## config.mk

```make
export PLATFORM = sky130hd
export DESIGN_NAME = imem_fetch_ctrl
export DESIGN_NICKNAME = d
export VERILOG_FILES = /design/src/rtl/imem_fetch_ctrl.sv
export SDC_FILE = /design/constraint.sdc
export NUM_CORES = 1
export LEC_CHECK = 0
export CAP_MARGIN = 20
export CORE_MARGIN = 5
export CORE_UTILIZATION = 62
export CTS_BUF_LIST = sky130_fd_sc_hd__clkbuf_8
export DETAILED_ROUTE_END_ITERATION = 8
export PLACE_DENSITY_LB_ADDON = 0.08
export SLEW_MARGIN = 20
export SYNTH_ARGS = -nofsm -noshare
export SYNTH_HDL_FRONTEND = slang
export SYNTH_SLANG_ARGS = --single-unit
```

## constraint.sdc

```tcl
create_clock -name clk -period 8.22 [get_ports clk]
set_input_delay 1.644 -clock clk [delete_from_list [all_inputs] [get_ports clk]]
set_output_delay 1.644 -clock clk [all_outputs]
set_load 0.02 [all_outputs]
```

## src/rtl/imem_fetch_ctrl.sv

```systemverilog
// Instruction-fetch sequencer: issues four byte reads per word over a 1-cycle-latency
// port, assembles them big-endian, and queues the words for decode behind a small FIFO.
module imem_fetch_ctrl #(
  parameter int unsigned     PC_W     = 64,
  parameter int unsigned     DEPTH    = 2,
  parameter logic [PC_W-1:0] RESET_PC = '0
) (
  input  logic            clk,
  input  logic            reset,
  output logic            mem_rd,
  output logic [PC_W-1:0] mem_addr,
  input  logic [7:0]      mem_rdata,
  output logic            inst_valid,
  input  logic            inst_ready,
  output logic [31:0]     inst,
  output logic [PC_W-1:0] inst_pc,
  input  logic            redirect,
  input  logic [PC_W-1:0] redirect_pc,
  input  logic            halt,
  output logic            fetch_busy
);

  localparam int unsigned PTR_W = $clog2(DEPTH);
  localparam int unsigned CNT_W = PTR_W + 1;

  typedef enum logic {S_IDLE, S_ISSUE} state_e;

  state_e          state_q;
  logic [1:0]      cnt_q;
  logic [1:0]      ret_lane_q;
  logic            ret_vld_q;
  logic [PC_W-1:0] fetch_pc_q;
  logic [PC_W-1:0] word_pc_q;
  logic [PC_W-1:0] mem_addr_q;
  logic            mem_rd_q;
  logic            busy_q;
  logic [23:0]     asm_q;

  logic [31:0]      fifo_inst_q [DEPTH];
  logic [PC_W-1:0]  fifo_pc_q   [DEPTH];
  logic [PTR_W-1:0] wr_ptr_q;
  logic [PTR_W-1:0] rd_ptr_q;
  logic [CNT_W-1:0] count_q;

  logic [CNT_W:0] occupancy;
  logic           start_ok;
  logic           push;
  logic           pop;
  logic           unused_redirect_lsbs;

  assign unused_redirect_lsbs = ^redirect_pc[1:0];

  // busy_q counts the word in flight, so the FIFO can never be overrun by a fetch
  always_comb begin
    occupancy = {1'b0, count_q} + {{CNT_W{1'b0}}, busy_q};
    start_ok  = !halt && !redirect && (occupancy < (CNT_W+1)'(DEPTH));
    push      = ret_vld_q && (ret_lane_q == 2'd3);
    pop       = (count_q != '0) && inst_ready;
  end

  always_ff @(posedge clk) begin
    if (reset) begin
      state_q    <= S_IDLE;
      cnt_q      <= '0;
      fetch_pc_q <= RESET_PC;
      word_pc_q  <= '0;
      mem_rd_q   <= 1'b0;
      mem_addr_q <= '0;
      busy_q     <= 1'b0;
      ret_vld_q  <= 1'b0;
      ret_lane_q <= '0;
      asm_q      <= '0;
    end else if (redirect) begin
      state_q    <= S_IDLE;
      cnt_q      <= '0;
      fetch_pc_q <= {redirect_pc[PC_W-1:2], 2'b00};
      mem_rd_q   <= 1'b0;
      busy_q     <= 1'b0;
      ret_vld_q  <= 1'b0;
    end else begin
      ret_vld_q  <= (state_q == S_ISSUE);
      ret_lane_q <= cnt_q;
      if (ret_vld_q) begin
        case (ret_lane_q)
          2'd0:    asm_q[23:16] <= mem_rdata;
          2'd1:    asm_q[15:8]  <= mem_rdata;
          2'd2:    asm_q[7:0]   <= mem_rdata;
          default: ;
        endcase
      end
      unique case (state_q)
        S_IDLE: begin
          busy_q <= start_ok;
          if (start_ok) begin
            state_q    <= S_ISSUE;
            cnt_q      <= '0;
            mem_rd_q   <= 1'b1;
            mem_addr_q <= fetch_pc_q;
          end
        end
        S_ISSUE: begin
          busy_q <= 1'b1;
          if (cnt_q != 2'd3) begin
            cnt_q      <= cnt_q + 2'd1;
            mem_addr_q <= fetch_pc_q + PC_W'(cnt_q) + PC_W'(1);
          end else begin
            // fetch_pc advances at the last issue; the pushed word takes its pc from word_pc_q
            word_pc_q  <= fetch_pc_q;
            fetch_pc_q <= fetch_pc_q + PC_W'(4);
            cnt_q      <= '0;
            if (start_ok) begin
              mem_addr_q <= fetch_pc_q + PC_W'(4);
            end else begin
              state_q  <= S_IDLE;
              mem_rd_q <= 1'b0;
            end
          end
        end
        default: state_q <= S_IDLE;
      endcase
    end
  end

  always_ff @(posedge clk) begin
    if (reset) begin
      count_q  <= '0;
      wr_ptr_q <= '0;
      rd_ptr_q <= '0;
      for (int unsigned i = 0; i < DEPTH; i++) begin
        fifo_inst_q[i] <= '0;
        fifo_pc_q[i]   <= '0;
      end
    end else if (redirect) begin
      count_q  <= '0;
      wr_ptr_q <= '0;
      rd_ptr_q <= '0;
    end else begin
      if (push) begin
        fifo_inst_q[wr_ptr_q] <= {asm_q, mem_rdata};
        fifo_pc_q[wr_ptr_q]   <= word_pc_q;
        wr_ptr_q              <= wr_ptr_q + PTR_W'(1);
      end
      if (pop) begin
        rd_ptr_q <= rd_ptr_q + PTR_W'(1);
      end
      if (push && !pop) begin
        count_q <= count_q + CNT_W'(1);
      end else if (pop && !push) begin
        count_q <= count_q - CNT_W'(1);
      end
    end
  end

  assign mem_rd     = mem_rd_q;
  assign mem_addr   = mem_addr_q;
  assign inst_valid = (count_q != '0);
  assign inst       = fifo_inst_q[rd_ptr_q];
  assign inst_pc    = fifo_pc_q[rd_ptr_q];
  assign fetch_busy = busy_q;

endmodule

```

# ---- Word-level counts from Yosys, hierarchy flattened
# Memories as Yosys holds them, arrays and structs flattened. A register that Yosys moved wholly into a read port is not among the register bits.
# Index checks and enable logic that the tools add are counted.
dict set report totals {
  reg_bits 228
  ram_bits 192
  in_bits 77
  out_inout_bits 163
  word_cells 101
  mem_count 2
}
# name depth width rd rd_ports_with_merged_regs wr line
set mem_list {}
lappend mem_list {fifo_pc_q 2 64 1 1 2 40} ;# logic [PC_W-1:0] fifo_pc_q [DEPTH];
lappend mem_list {fifo_inst_q 2 32 1 1 2 39} ;# logic [31:0] fifo_inst_q [DEPTH];
dict set report classes {
  addsub 9
  magnitude_cmp 1
  eq_ne 9
  mux 36
  bitwise 3
  n_reduce_logical 25
}
# op count
set op_table {}
lappend op_table {{2-to-1 mux 64 bit} 7}
lappend op_table {{case mux 64 bit (2 select lines)} 1}
lappend op_table {{adder 64 x 1 -> 64 bit, second input constant} 1}
lappend op_table {{adder 64 x 2 -> 64 bit} 1}
lappend op_table {{adder 64 x 3 -> 64 bit, second input constant} 1}
lappend op_table {{OR reduction 64 bit} 1}
lappend op_table {{2-to-1 mux 32 bit} 1}
lappend op_table {{OR reduction 32 bit} 1}
lappend op_table {{2-to-1 mux 1 bit} 19}
lappend op_table {{AND reduction 3 bit} 6}
lappend op_table {{inequality test 2 bit, second input constant} 5}
lappend op_table {{2-to-1 mux 2 bit} 4}
lappend op_table {{logical AND 1 bit} 6}
lappend op_table {{case mux 1 bit (2 select lines)} 3}
lappend op_table {{nonzero test 2 bit} 3}
lappend op_table {{adder 2 x 1 -> 2 bit, second input constant} 2}
lappend op_table {{== test 2 bit, second input constant} 2}
lappend op_table {{logical NOT 1 bit} 4}
lappend op_table {{case mux 2 bit (2 select lines)} 1}
lappend op_table {{AND reduction 2 bit} 2}
lappend op_table {{adder 2 x 1 -> 3 bit} 1}
lappend op_table {{less-than comparator 3 x 2 -> 1 bit, second input constant} 1}
lappend op_table {{inequality test 3 x 1 -> 1 bit, second input constant} 1}
lappend op_table {{inverter 1 bit} 3}
lappend op_table {{5 further kinds} 6}

# ---- Depth between registers and ports, before layout
dict set report logic_depth {
  ltp_word 8
  ltp_mapped 9
  mapped_depth_nobuf 7
}

# ---- Worst setup path before layout
# No wires, ideal clock.
dict set report synth_path {
  path_type {input to register}
  from {input reset}
  to {memory fifo_inst_q[0][0] (enable)}
  setup_ns 0.412
  t_arrival_ns 3.665
  slack_ns 4.143
  cell_stages 6
  path_buffers 2
  cell_sequence {clkbuf_1 nor2_1 nand2_1 nor2_1 clkbuf_1 or2_2}
}
# item line
set synth_lines {}
lappend synth_lines {{start: declaration} 9} ;# input logic reset,
lappend synth_lines {{end: declaration} 39}

==> results.yml <==
clocking:
  post_cts_buffers: 0
  cts_made_buffers: 66
  worstSkewPairLatency_ps: 590
  clockBufferDepth: 3
  cts_root_buf: "clkbuf_8"
  cts_tree: "yes"
  ctsHoldBuffers: 0
  ctsResizeCount: 0
  cts.sinks: 413
  clkSlewWorstSetupHoldPaths_ps: 60
  h-tree-depth: 3
logic_synthesis:
  syn_area_sq_um: 18300
  synth_cells: 1794
  avgSynthCellArea_sq_um: 10.20
  asyncSetResetFlopFracSynth_pct: 0
  ys_seq_area_share_pct: 55.47
  synth_ff_type: "dfxtp_1"
  yosysWarnings: 0
  ys_ff_latch: 413
  synth.distinct_cells: 63
  synth_edf_count: 188
setup_path:
  crit_chain: "buf_4, mux2_2, clkdlybuf4s50_1"
  critPathSlowestCell: "buf_4"
  path_delay_family: "buffers and inverters"
  endpoint_kind: "primary output"
  required_ps: 6580
  path_max_fanout: 74
  reg2regPathDepth: 7
  critPathKind: "flop to primary output"
  path_depth: 3
  r2r_setup_slack_ps: 4560
  critPathMaxStageDelay_ps: 790
  rr_endpoint: "mem_addr[49]"
  cp-start-kind: "flop"
  worst-path-buf-inv: 2
  arrival_ps: 3040
  r2r-start: "cnt_q[0]"
sta:
  final_hold_viol_count: 0
  tns_ps: 0
  relSlewSlack_pct: 26.61
  max_freq_mhz: 213.4
  setup_viol: 0
  slew_violations: 0
  finalClockSkew_ps: 32.67
  grt_setup_unrepaired: "no"
  fin_crit_ps: 4685
  holdWs_ps: 461.3
  min_period_over_period_pct: 57.00
  worstMarginPinSlew_ps: 1094
cells_and_area:
  layout-drive-gt1-share_pct: 11.45
  nets: 2055
  multi_input_area_sq_um: 7587
  fin_area_sq_um: 22020
  n_fill_cell: 1992
  instances_no_fill: 2410
  mostFrequentLayoutCell: "clkdlybuf4s50_1"
  area_growth_pct: 20.34
  layout_common_cells: "233 x clkdlybuf4s50_1, 225 x nand2_1, 224 x dfxtp_1"
  antenna_cells: 0
  utilization_pct: 76.10
  regArea_sq_um: 10150
pwr:
  pwr-share-clk_pct: 39.4
  ir_worst_vdd_mv: 0.1872
  pwr-share-comb_pct: 7.8
  p_leak_nw: 7.681
  switching_share_pct: 24.75
  p_seq_share_pct: 52.8
  cellPowerDensity_nw_per_um2: 196.8
  p_switching_w: 0.001072
  intPower_w: 0.003260
placement:
  place_congestion: 0.9178
  dp.cells: 2291
  placed_area_sq_um: 20720
  port_buffers: 235
  hpwlAfterDp_um: 32900
global_routing:
  grt_pass1_vias: 14050
  antenna_found_initial: 0
  grt.total_usage_pct: 29.54
  overflow: 0
  grt_max_degree: 96
  grt_pass1_wl_um: 78160
flow_run:
  maxCapViolations: 0
floorplanning:
  die_height_um: 181.8
  initial_core_util_pct: 63.23
  die_w_um: 181.8
  io-pin-count: 240
  rows: 62
  core_sq_um: 28940
  die_area_sq_um: 33050
detailed_routing:
  antenna_left: 0
  drc: 0
  drt_iter0_markers: 1389
  first_pass_iters: 5
  detailroute.via_count: 14210
  via_per_inst: 5.895
  routed_wl_um: 49970
  wl_per_cell_um: 20.74
worst_hold_path:
  min_to: "word_pc_q[49]"
  holdCritStartpoint: "word_pc_q[49]"
  min_path_cells: 2
  hold_path.class: "flop to flop"
status:
  status: "finished clean"
-- synth_stat cells, drive strengths merged, types with 29 or more instances --
cell / n / area share [%]
buf: 31 / 0.86
nor4: 29 / 1.3
nor2: 176 / 3.6
nor3: 34 / 0.98
mux2: 95 / 5.8
and2: 194 / 6.6
nand4: 32 / 1.2
a21oi: 114 / 3.1
a211oi: 76 / 3.1
nand3: 29 / 0.86
clkbuf: 108 / 2.2
xnor2: 48 / 2.3
dfxtp: 225 / 25
xor2: 37 / 1.8
edfxtp: 188 / 31
nand2: 227 / 4.7
-- routing by layer --
layer	global-route usage (%)	share of wire, %
met2	46.52	46
met4	8.886	2.5
met5	0	0
met3	6.042	9.1
met1	41.66	42
-- final cells by class --
type,instances,share of cell area [%]
flip-flops and latches,413,46.11
well taps,384,2.182
repair buffers,251,11.21
clock buffers,77,4.813
multi-input cells,1234,34.46
inverters,9,0.1534
clock inverters,42,1.068
-- flip-flops by register name (all words and copies together) (netlist names), named ones only --
register / flops
fifo_pc_q: 124
fifo_inst_q: 64
mem_addr: 64
fetch_pc_q: 62
word_pc_q: 62
asm_q: 24
cnt_q: 2
count_q: 2
ret_lane_q: 2
fetch_busy: 1
mem_rd: 1
rd_ptr_q: 1
ret_vld_q: 1
state_q: 1
wr_ptr_q: 1
-- worst max path at each step --
stage                        end  slack, ps     start
2_1_floorplan  fifo_inst_q[0][0]       4140     reset
3_3_place_gp    fifo_pc_q[1][11]       3170  redirect
3_5_place_dp     fifo_pc_q[1][8]       3170  redirect
4_1_cts              inst_pc[45]       3550      flop
5_1_grt              inst_pc[45]       3460      flop
6_report             inst_pc[45]       3530      flop
-- metrics by stage --
step           setup slack (ps)  total power, W
2_1_floorplan              4143        0.002488
3_3_place_gp               3166        0.002656
3_5_place_dp               3172        0.002662
4_1_cts                    3553        0.004343
5_1_grt                    3462        0.004477
6_report                   3535        0.004332
-- power by group through the flow --
stage               Sequential [W]  Combinational [W]  Clock, W
finish                     0.00229           0.000338   0.00171
global route               0.00229           0.000359   0.00182
CTS                        0.00228           0.000338   0.00172
detailed placement         0.00233           0.000335         0
global placement           0.00232           0.000332         0
floorplan                  0.00231           0.000178         0
-- worst register-to-register path, delay by kind of cell (launching register included) --
| family | cells | cell delay (ps) |
|---|---|---|
| buf+inv | 1 | 610 |
| fa+ha+maj | 1 | 460 |
| compound gates | 2 | 550 |
| simple gates | 3 | 1490 |
| flops | 1 | 400 |
-- cells by family after synthesis --
group                      Yosys count  synth area share, %
buffers and inverters              148                3.269
muxes                              115                6.941
xor gates and xnor gates            85                4.069
AOI/OAI and AO/OA                  234                7.885
DFF                                413                55.47
other                                1              0.02050
adders and majority gates            3               0.2052
and+or+nand+nor                    795                22.14
(Power assumes the default switching activity.)
